### src/rtl/fir_pkg.sv
// Shared definitions for the FIR filter: sequencer state encoding, MAC control
// bundle, default filter geometry and a constant clog2 helper.
package fir_pkg;

  localparam int FIR_DEPTH_DEF = 128;
  localparam int MAC_LAT_DEF   = 2;

  typedef enum logic [1:0] {
    ST_IDLE  = 2'd0,
    ST_WRITE = 2'd1,
    ST_RUN   = 2'd2,
    ST_DRAIN = 2'd3
  } seq_state_e;

  // Control that travels alongside a tap from address issue to the MAC input.
  typedef struct packed {
    logic last;
    logic en;
    logic clr;
  } mac_ctl_t;

  function automatic int clog2(input int value);
    int r;
    r = 0;
    for (int i = 0; i < 32; i++) begin
      if ((64'd1 << r) < 64'(value)) r = r + 1;
    end
    return r;
  endfunction

endpackage

### src/rtl/fir_seq_delay.sv
// Enable-gated, reset-cleared shift register of parametric depth; carries the
// per-tap MAC control bits across the address-to-product latency.
module fir_seq_delay #(
  parameter int DEPTH = 2,
  parameter int WIDTH = 3
) (
  input  logic             i_clk,
  input  logic             i_rst,
  input  logic             i_en,
  input  logic [WIDTH-1:0] i_din,
  output logic [WIDTH-1:0] o_dout
);

  logic [DEPTH-1:0][WIDTH-1:0] pipe_d;
  logic [DEPTH-1:0][WIDTH-1:0] pipe_q;

  always_comb begin
    pipe_d = pipe_q;
    if (i_en) begin
      pipe_d[0] = i_din;
      for (int i = 1; i < DEPTH; i++) begin
        pipe_d[i] = pipe_q[i-1];
      end
    end
  end

  always_ff @(posedge i_clk or negedge i_rst) begin
    if (!i_rst) begin
      pipe_q <= '0;
    end else begin
      pipe_q <= pipe_d;
    end
  end

  assign o_dout = pipe_q[DEPTH-1];

endmodule

### src/rtl/fir_mac_sequencer.sv
// Sequencer for a single-MAC time-multiplexed FIR: ring write, tap walk, MAC strobes.
// Optional sticky overrun flag built when FIR_SEQ_OVERRUN_EN is defined.
//
// state    | meaning
// IDLE     | waiting for a sample, o_din_ready high
// WRITE    | writing the sample into the ring, issuing tap 0
// RUN      | presenting tap k, issuing tap k+1 until the last tap is out
// DRAIN    | waiting for the last product to reach the accumulator
module fir_mac_sequencer
  import fir_pkg::*;
#(
  parameter  int FIR_DEPTH = FIR_DEPTH_DEF,
  parameter  int MAC_LAT   = MAC_LAT_DEF,
  localparam int ADDR_W    = clog2(FIR_DEPTH)
) (
  input  logic              i_clk,
  input  logic              i_rst,
  input  logic              i_en,
  input  logic              i_din_valid,
  output logic              o_din_ready,
  output logic              o_smp_we,
  output logic [ADDR_W-1:0] o_smp_waddr,
  output logic [ADDR_W-1:0] o_smp_raddr,
  output logic [ADDR_W-1:0] o_coef_raddr,
  output logic              o_acc_clr,
  output logic              o_acc_en,
  output logic              o_dout_valid,
  output logic              o_busy,
  output logic              o_overrun,
  input  logic              i_ovr_clr
);

  localparam logic [ADDR_W-1:0] K_LAST = ADDR_W'(FIR_DEPTH - 1);
  localparam logic [ADDR_W-1:0] K_PEN  = ADDR_W'(FIR_DEPTH - 2);

  seq_state_e        state_d, state_q;
  logic [ADDR_W-1:0] k_d, k_q;
  logic [ADDR_W-1:0] k_nxt;
  logic [ADDR_W-1:0] base_d, base_q;
  logic [ADDR_W-1:0] wptr_d, wptr_q;
  logic [ADDR_W-1:0] raddr_d, raddr_q;
  logic [ADDR_W-1:0] coef_d, coef_q;
  logic              we_d, we_q;
  logic              dout_valid_d, dout_valid_q;
  logic              busy_d, busy_q;
  logic              ready_d, ready_q;
  mac_ctl_t          issue;
  mac_ctl_t          dly_out;
  mac_ctl_t          acc_q;
  logic [$bits(mac_ctl_t)-1:0] dly_raw;
  logic              ovr_evt;

  assign k_nxt   = k_q + ADDR_W'(1);
  assign ovr_evt = i_din_valid & (state_q != ST_IDLE);

  always_comb begin
    state_d      = state_q;
    k_d          = k_q;
    base_d       = base_q;
    wptr_d       = wptr_q;
    raddr_d      = raddr_q;
    coef_d       = coef_q;
    we_d         = 1'b0;
    dout_valid_d = 1'b0;
    issue        = '0;
    case (state_q)
      ST_IDLE: begin
        if (i_din_valid) begin
          state_d = ST_WRITE;
          we_d    = 1'b1;
        end
      end
      ST_WRITE: begin
        base_d    = wptr_q;
        k_d       = '0;
        raddr_d   = wptr_q;
        coef_d    = '0;
        issue.clr = 1'b1;
        issue.en  = 1'b1;
        state_d   = ST_RUN;
      end
      ST_RUN: begin
        if (k_q == K_LAST) begin
          state_d = ST_DRAIN;
        end else begin
          k_d        = k_nxt;
          raddr_d    = base_q - k_nxt;
          coef_d     = k_nxt;
          issue.en   = 1'b1;
          issue.last = (k_q == K_PEN);
        end
      end
      ST_DRAIN: begin
        // The last tap's product reaches the accumulator on the edge ending this cycle.
        if (acc_q.last) begin
          dout_valid_d = 1'b1;
          wptr_d       = wptr_q + ADDR_W'(1);
          state_d      = ST_IDLE;
        end
      end
      default: state_d = ST_IDLE;
    endcase
    busy_d  = (state_d != ST_IDLE);
    ready_d = (state_d == ST_IDLE);
  end

  always_ff @(posedge i_clk or negedge i_rst) begin
    if (!i_rst) begin
      state_q      <= ST_IDLE;
      k_q          <= '0;
      base_q       <= '0;
      wptr_q       <= '0;
      raddr_q      <= '0;
      coef_q       <= '0;
      we_q         <= 1'b0;
      dout_valid_q <= 1'b0;
      busy_q       <= 1'b0;
      ready_q      <= 1'b1;
      acc_q        <= '0;
    end else if (i_en) begin
      state_q      <= state_d;
      k_q          <= k_d;
      base_q       <= base_d;
      wptr_q       <= wptr_d;
      raddr_q      <= raddr_d;
      coef_q       <= coef_d;
      we_q         <= we_d;
      dout_valid_q <= dout_valid_d;
      busy_q       <= busy_d;
      ready_q      <= ready_d;
      acc_q        <= dly_out;
    end
  end

  fir_seq_delay #(
    .DEPTH (MAC_LAT),
    .WIDTH ($bits(mac_ctl_t))
  ) u_delay (
    .i_clk  (i_clk),
    .i_rst  (i_rst),
    .i_en   (i_en),
    .i_din  (issue),
    .o_dout (dly_raw)
  );

  assign dly_out = mac_ctl_t'(dly_raw);

`ifdef FIR_SEQ_OVERRUN_EN
  logic ovr_d, ovr_q;

  always_comb begin
    ovr_d = ovr_q;
    if (ovr_evt) begin
      ovr_d = 1'b1;
    end else if (i_ovr_clr) begin
      ovr_d = 1'b0;
    end
  end

  always_ff @(posedge i_clk or negedge i_rst) begin
    if (!i_rst) begin
      ovr_q <= 1'b0;
    end else if (i_en) begin
      ovr_q <= ovr_d;
    end
  end

  assign o_overrun = ovr_q;
`else
  logic unused_ovr;
  assign unused_ovr = i_ovr_clr ^ ovr_evt;
  assign o_overrun  = 1'b0;
`endif

  // Held strobes are masked while frozen so they replay exactly once on resume.
  assign o_smp_we     = we_q & i_en;
  assign o_acc_clr    = acc_q.clr & i_en;
  assign o_acc_en     = acc_q.en & i_en;
  assign o_dout_valid = dout_valid_q & i_en;
  assign o_smp_waddr  = wptr_q;
  assign o_smp_raddr  = raddr_q;
  assign o_coef_raddr = coef_q;
  assign o_busy       = busy_q;
  assign o_din_ready  = ready_q;

endmodule

### config.mk
export PLATFORM = sky130hd
export DESIGN_NAME = fir_mac_sequencer
export DESIGN_NICKNAME = d
export VERILOG_FILES = /design/src/rtl/fir_pkg.sv /design/src/rtl/fir_seq_delay.sv /design/src/rtl/fir_mac_sequencer.sv
export SDC_FILE = /design/constraint.sdc
export NUM_CORES = 1
export LEC_CHECK = 0
export BUFFER_PORTS_ARGS = -buffer_cell sky130_fd_sc_hd__buf_4
export CAP_MARGIN = 20
export CORE_UTILIZATION = 45
export DETAILED_ROUTE_END_ITERATION = 12
export PLACE_DENSITY_LB_ADDON = 0.15
export SETUP_SLACK_MARGIN = 0.05
export SLEW_MARGIN = 40
export SYNTH_ARGS = -nofsm -noshare
export SYNTH_HDL_FRONTEND = slang
export SYNTH_SLANG_ARGS = --single-unit
### constraint.sdc
create_clock -name i_clk -period 3.3 [get_ports i_clk]
set_input_delay 0.33 -clock i_clk [delete_from_list [all_inputs] [get_ports i_clk]]
set_output_delay 0.33 -clock i_clk [all_outputs]
set_load 0.05 [all_outputs]
==> impl_summary.txt <==
----------------------------------------------------
[Yosys]
  Count of mapped cells out of synthesis ... 216
  Area share of xor/xnor cells in the synthesized design ... 0.0546
  Arithmetic-cell share of the synthesized area counting full adders, half adders and majority gates ... 0.0869
  Fraction of registers with async set/reset ... 1.00
  Cell area after synthesis ... 2250 sq um
  Combinational family with the most area after synthesis ... compound AO/OA/AOI/OAI gates
  Post-synthesis sequential element count ... between 40 and 50
  Mux share of post-synthesis cell area ... 0.0880
  Main synth FF type ... sky130_fd_sc_hd__dfrtp_1
  Share of synthesized area occupied by flip-flops and latches ... 0.479
  YS warnings ... 0
  Synthesized area divided by synthesized cell count ... 10.4 sq um
  Post-synth EDFFs ... 0
  Number of library cell types mapped by synthesis ... 38
  Synthesized-area fraction occupied by ao, oa, aoi and oai cells ... 0.126
  Number of nets in the synthesized netlist ... about 240
  Simple-gate portion of the synthesized area ... 0.123

[Job]
  Max Cap Violations ... 0

[Worst setup path]
  Slack of the worst reg-to-reg path ... between 700 and 800 ps
  Type of element capturing the critical path ... flip-flop
  Slowest stage delay, CP ... 450 ps
  Data arrival, critical path ... 2730 ps
  Cells on worst reg2reg path ... 9
  Critical-path cell list ... ha_1, nand3_1, xor2_1, ha_1, and2_1, a221oi_1, and3_1, mux2i_1, a22o_1
  Endpoint of the worst register-to-register path ... o_smp_raddr[6]$_DFFE_PN0P_
  Delay-heaviest family, CP ... adder cells
  Most frequent CP cell ... sky130_fd_sc_hd__ha_1
  CP Data Required Time ... 3490 ps
  Slowest stage cell, crit path ... sky130_fd_sc_hd__dfrtp_1
  Biggest fanout along the worst timing path ... 10
  Crit Path Category ... flip-flop to flip-flop
  Crit Reg-Reg Startpoint ... o_coef_raddr[1]$_DFFE_PN0P_
  Kind of launch point of the worst setup path ... flip-flop
  Crit path buf inv count ... 0

[Finish]
  Nets ... ~270
  Number of standard cells in the layout, taps in and fillers out ... 313
  Fraction of layout instances using a drive strength above 1 ... 0.224
  Area added between synthesis and finish ... 16.5%
  Final cell area excluding filler cells ... 2620 sq um
  Ant. Diodes ... 0

[Place]
  Global placement routability congestion ... 0.774
  Placed cell count ... 305
  I/O Buffers ... 30
  Instance area after placement ... 2510 sq um
  HPWL after detailed placement ... 2970 um

[Power]
  Total Power Consumption ... about 2.2 mW
  Power density relative to cell area ... 835 nW/um^2
  VDD IR max ... 0.000328 V
  Lkg Pwr ... roughly 1.3 nW

[Timing]
  Final setup violation count ... 0
  Slew headroom ... 0.583
  Worst clock skew ... 5.81 ps
  Number of max-slew violations in the final report ... 0
  Worst-margin pin slew ... 626 ps
  Time the final worst path needs with I/O delays and setup ... 2540 ps
  Final worst path period share ... 0.770
  Number of hold-slack violations in the final timing report ... 0
  Setup repair after global routing missed its margin ... false
  Setup TNS ... 0 ps
  Maximum operating frequency ... 394 MHz

[CTS]
  Clock latency on the worst-skew pair ... 290 ps
  CTS Sinks ... 43
  TritonCTS clock tree ... built
  Post-CTS Resized ... 0
  Buffers from clock root to sink, at most ... 2
  Number of clock buffers inserted by TritonCTS ... 5
  Clock transition at path regs ... 80 ps
  CTS Hold Bufs ... 0
  Setup bufs post-CTS ... 0
  Clock H-tree levels ... 2
  Clock root buffer ... sky130_fd_sc_hd__clkbuf_8

[Status]
  Result of the run ... complete, no violations

[Routing]
  Wire length reported by the detailed router ... 4290 um
  Vias per cell ... 5.17
  DRC Markers ... 0
  Antenna-violating nets left ... 0
  Router iterations before antenna repair ... 4
  Average wire per cell in the routed design ... 13.7 um
  Vias ... 1617
  Number of design-rule violations left by the first detailed-router iteration ... 60

[Hold path]
  Worst min-delay path class ... primary input to async pin

[Floorplan]
  # rows ... 25
  Standard cell core area ... around 4800 sq um
  Chip Height ... about 73 um
  Die area ... 5280 sq um
  Die span in x ... between 70 and 80 um
  Initial Utilization ... 0.473
  Ports placed on the boundary ... 33

[Global route]
  Final global-route overflow total ... 0
  Via count of the first global-routing pass ... roughly 1500
  Total global-route track usage ... 0.182
  Pin count of the biggest net entering global routing ... 44
  First-pass GRT wire length ... 7250 um
  Antenna violations before repair ... 0

----------------------------------------------------
[per-layer routing]
| layer | up-vias | GRT usage | wire (um) | part of all wire |
|---|---|---|---|---|
| met3 | 5 | 0.0428 | 137 | 0.032 |
| li1 | 811 | - | - | - |
| met5 | - | 0 | 0 | 0 |
| met1 | 775 | 0.271 | 2250 | 0.52 |
| met2 | 26 | 0.260 | 1850 | 0.43 |
| met4 | 0 | 0.0632 | 58 | 0.014 |
[worst max path at each step]
stage,slack [ps],cells after the start,endpoint,start
final,760,9,o_smp_raddr[6]$_DFFE_PN0P_,o_coef_raddr[1]$_DFFE_PN0P_
after global routing,510,9,o_smp_raddr[6]$_DFFE_PN0P_,o_coef_raddr[0]$_DFFE_PN0P_
after CTS,700,9,o_smp_raddr[6]$_DFFE_PN0P_,o_coef_raddr[1]$_DFFE_PN0P_
after detailed placement,720,9,o_smp_raddr[6]$_DFFE_PN0P_,o_coef_raddr[0]$_DFFE_PN0P_
after global placement,780,9,o_smp_raddr[6]$_DFFE_PN0P_,o_coef_raddr[1]$_DFFE_PN0P_
after floorplan,500,10,o_smp_raddr[6]$_DFFE_PN0P_,o_coef_raddr[0]$_DFFE_PN0P_
[worst reg2reg max path, stage by stage (launching register included)]
cell                       delay [ps]
sky130_fd_sc_hd__dfrtp_1          450
sky130_fd_sc_hd__ha_1             400
sky130_fd_sc_hd__nand3_1          140
sky130_fd_sc_hd__xor2_1           210
sky130_fd_sc_hd__ha_1             300
sky130_fd_sc_hd__and2_1           180
sky130_fd_sc_hd__a221oi_1         300
sky130_fd_sc_hd__and3_1           200
sky130_fd_sc_hd__mux2i_1           70
sky130_fd_sc_hd__a22o_1           170
[through the flow]
| step | hold WS, ps | worst slack [ps] | util |
|---|---|---|---|
| 3_5_place_dp | 356 | 720 | 0.529 |
| 3_3_place_gp | 355 | 781 | 0.529 |
| 4_1_cts | 30.3 | 699 | 0.551 |
| 5_1_grt | 48.9 | 514 | 0.551 |
| 2_1_floorplan | 34.4 | 496 | - |
| 6_report | 6.13 | 760 | 0.551 |
[layout make-up]
class	instances	area [sq um]
well taps	67	83.8
fillers	456	2140
repair buffers	30	225
clock buffers	7	96.3
clock inverters	1	7.51
flip-flops and latches	43	1080
inverters	13	48.8
multi-input cells	152	1080
[where the power goes]
| part | switching [mW] | leakage, nW | total [mW] | internal [mW] |
|---|---|---|---|---|
| registers | 0.102 | 0.573 | 0.753 | 0.651 |
| clock network | 0.178 | 0.0505 | 0.369 | 0.190 |
| logic | 0.680 | 0.644 | 1.06 | 0.383 |
| total | 0.960 | 1.27 | 2.18 | 1.22 |
[state kept, by name, summed over array words and instances, names as in the netlist]
name,flops
u_delay.o_dout,3
o_coef_raddr,7
o_busy,1
acc_q,3
we_q,1
base_q,7
o_smp_raddr,7
o_din_ready,1
dout_valid_q,1
u_delay.pipe_q,3
state_q,2
o_smp_waddr,7
[cells in the mapped netlist, types with 2 or more instances]
| cell | instances | area (sq um) |
|---|---|---|
| sky130_fd_sc_hd__mux2_2 | 14 | 158 |
| sky130_fd_sc_hd__dfrtp_1 | 42 | 1050 |
| sky130_fd_sc_hd__a21oi_1 | 9 | 45.0 |
| sky130_fd_sc_hd__o21ai_0 | 24 | 120 |
| sky130_fd_sc_hd__xor2_1 | 6 | 52.6 |
| sky130_fd_sc_hd__clkbuf_1 | 4 | 15.0 |
| sky130_fd_sc_hd__and3_1 | 2 | 12.5 |
| sky130_fd_sc_hd__nor3b_1 | 2 | 15.0 |
| sky130_fd_sc_hd__a31oi_1 | 2 | 12.5 |
| sky130_fd_sc_hd__nand3_1 | 11 | 55.1 |
| sky130_fd_sc_hd__nand4_1 | 2 | 12.5 |
| sky130_fd_sc_hd__ha_1 | 14 | 175 |
| sky130_fd_sc_hd__a21o_1 | 2 | 15.0 |
| sky130_fd_sc_hd__inv_1 | 13 | 48.8 |
| sky130_fd_sc_hd__xnor2_1 | 8 | 70.1 |
| sky130_fd_sc_hd__o21a_1 | 2 | 15.0 |
| sky130_fd_sc_hd__nand2b_1 | 3 | 18.8 |
| sky130_fd_sc_hd__buf_4 | 3 | 22.5 |
| sky130_fd_sc_hd__mux2i_1 | 4 | 40.0 |
| sky130_fd_sc_hd__nor2_1 | 9 | 33.8 |
| sky130_fd_sc_hd__and2_1 | 6 | 37.5 |
| sky130_fd_sc_hd__nand2_1 | 18 | 67.6 |
[cells in the final DEF (no fill, tap or decap), drive strengths merged, types with 2 or more instances in the layout]
| master | instances |
|---|---|
| nand2 | 18 |
| xnor2 | 8 |
| a21o | 2 |
| nand3 | 11 |
| and2 | 6 |
| inv | 13 |
| xor2 | 6 |
| nand4 | 2 |
| mux2i | 4 |
| nor2 | 9 |
| a21oi | 9 |
| clkbuf | 7 |
| o21ai | 24 |
| dfrtp | 42 |
| ha | 14 |
| and3 | 2 |
| o21a | 2 |
| buf | 30 |
| nand2b | 3 |
| nor3b | 2 |
| mux2 | 14 |
| a31oi | 2 |
[kinds of logic after synthesis]
logic type / count (synthesis)
muxes: 18
DFF: 43
and+or+nand+nor: 56
adders and majority gates: 15
other: 1
AOI/OAI and AO/OA: 48
xor gates and xnor gates: 14
buffers and inverters: 21
Note: power is estimated with default switching activity, not from simulation.
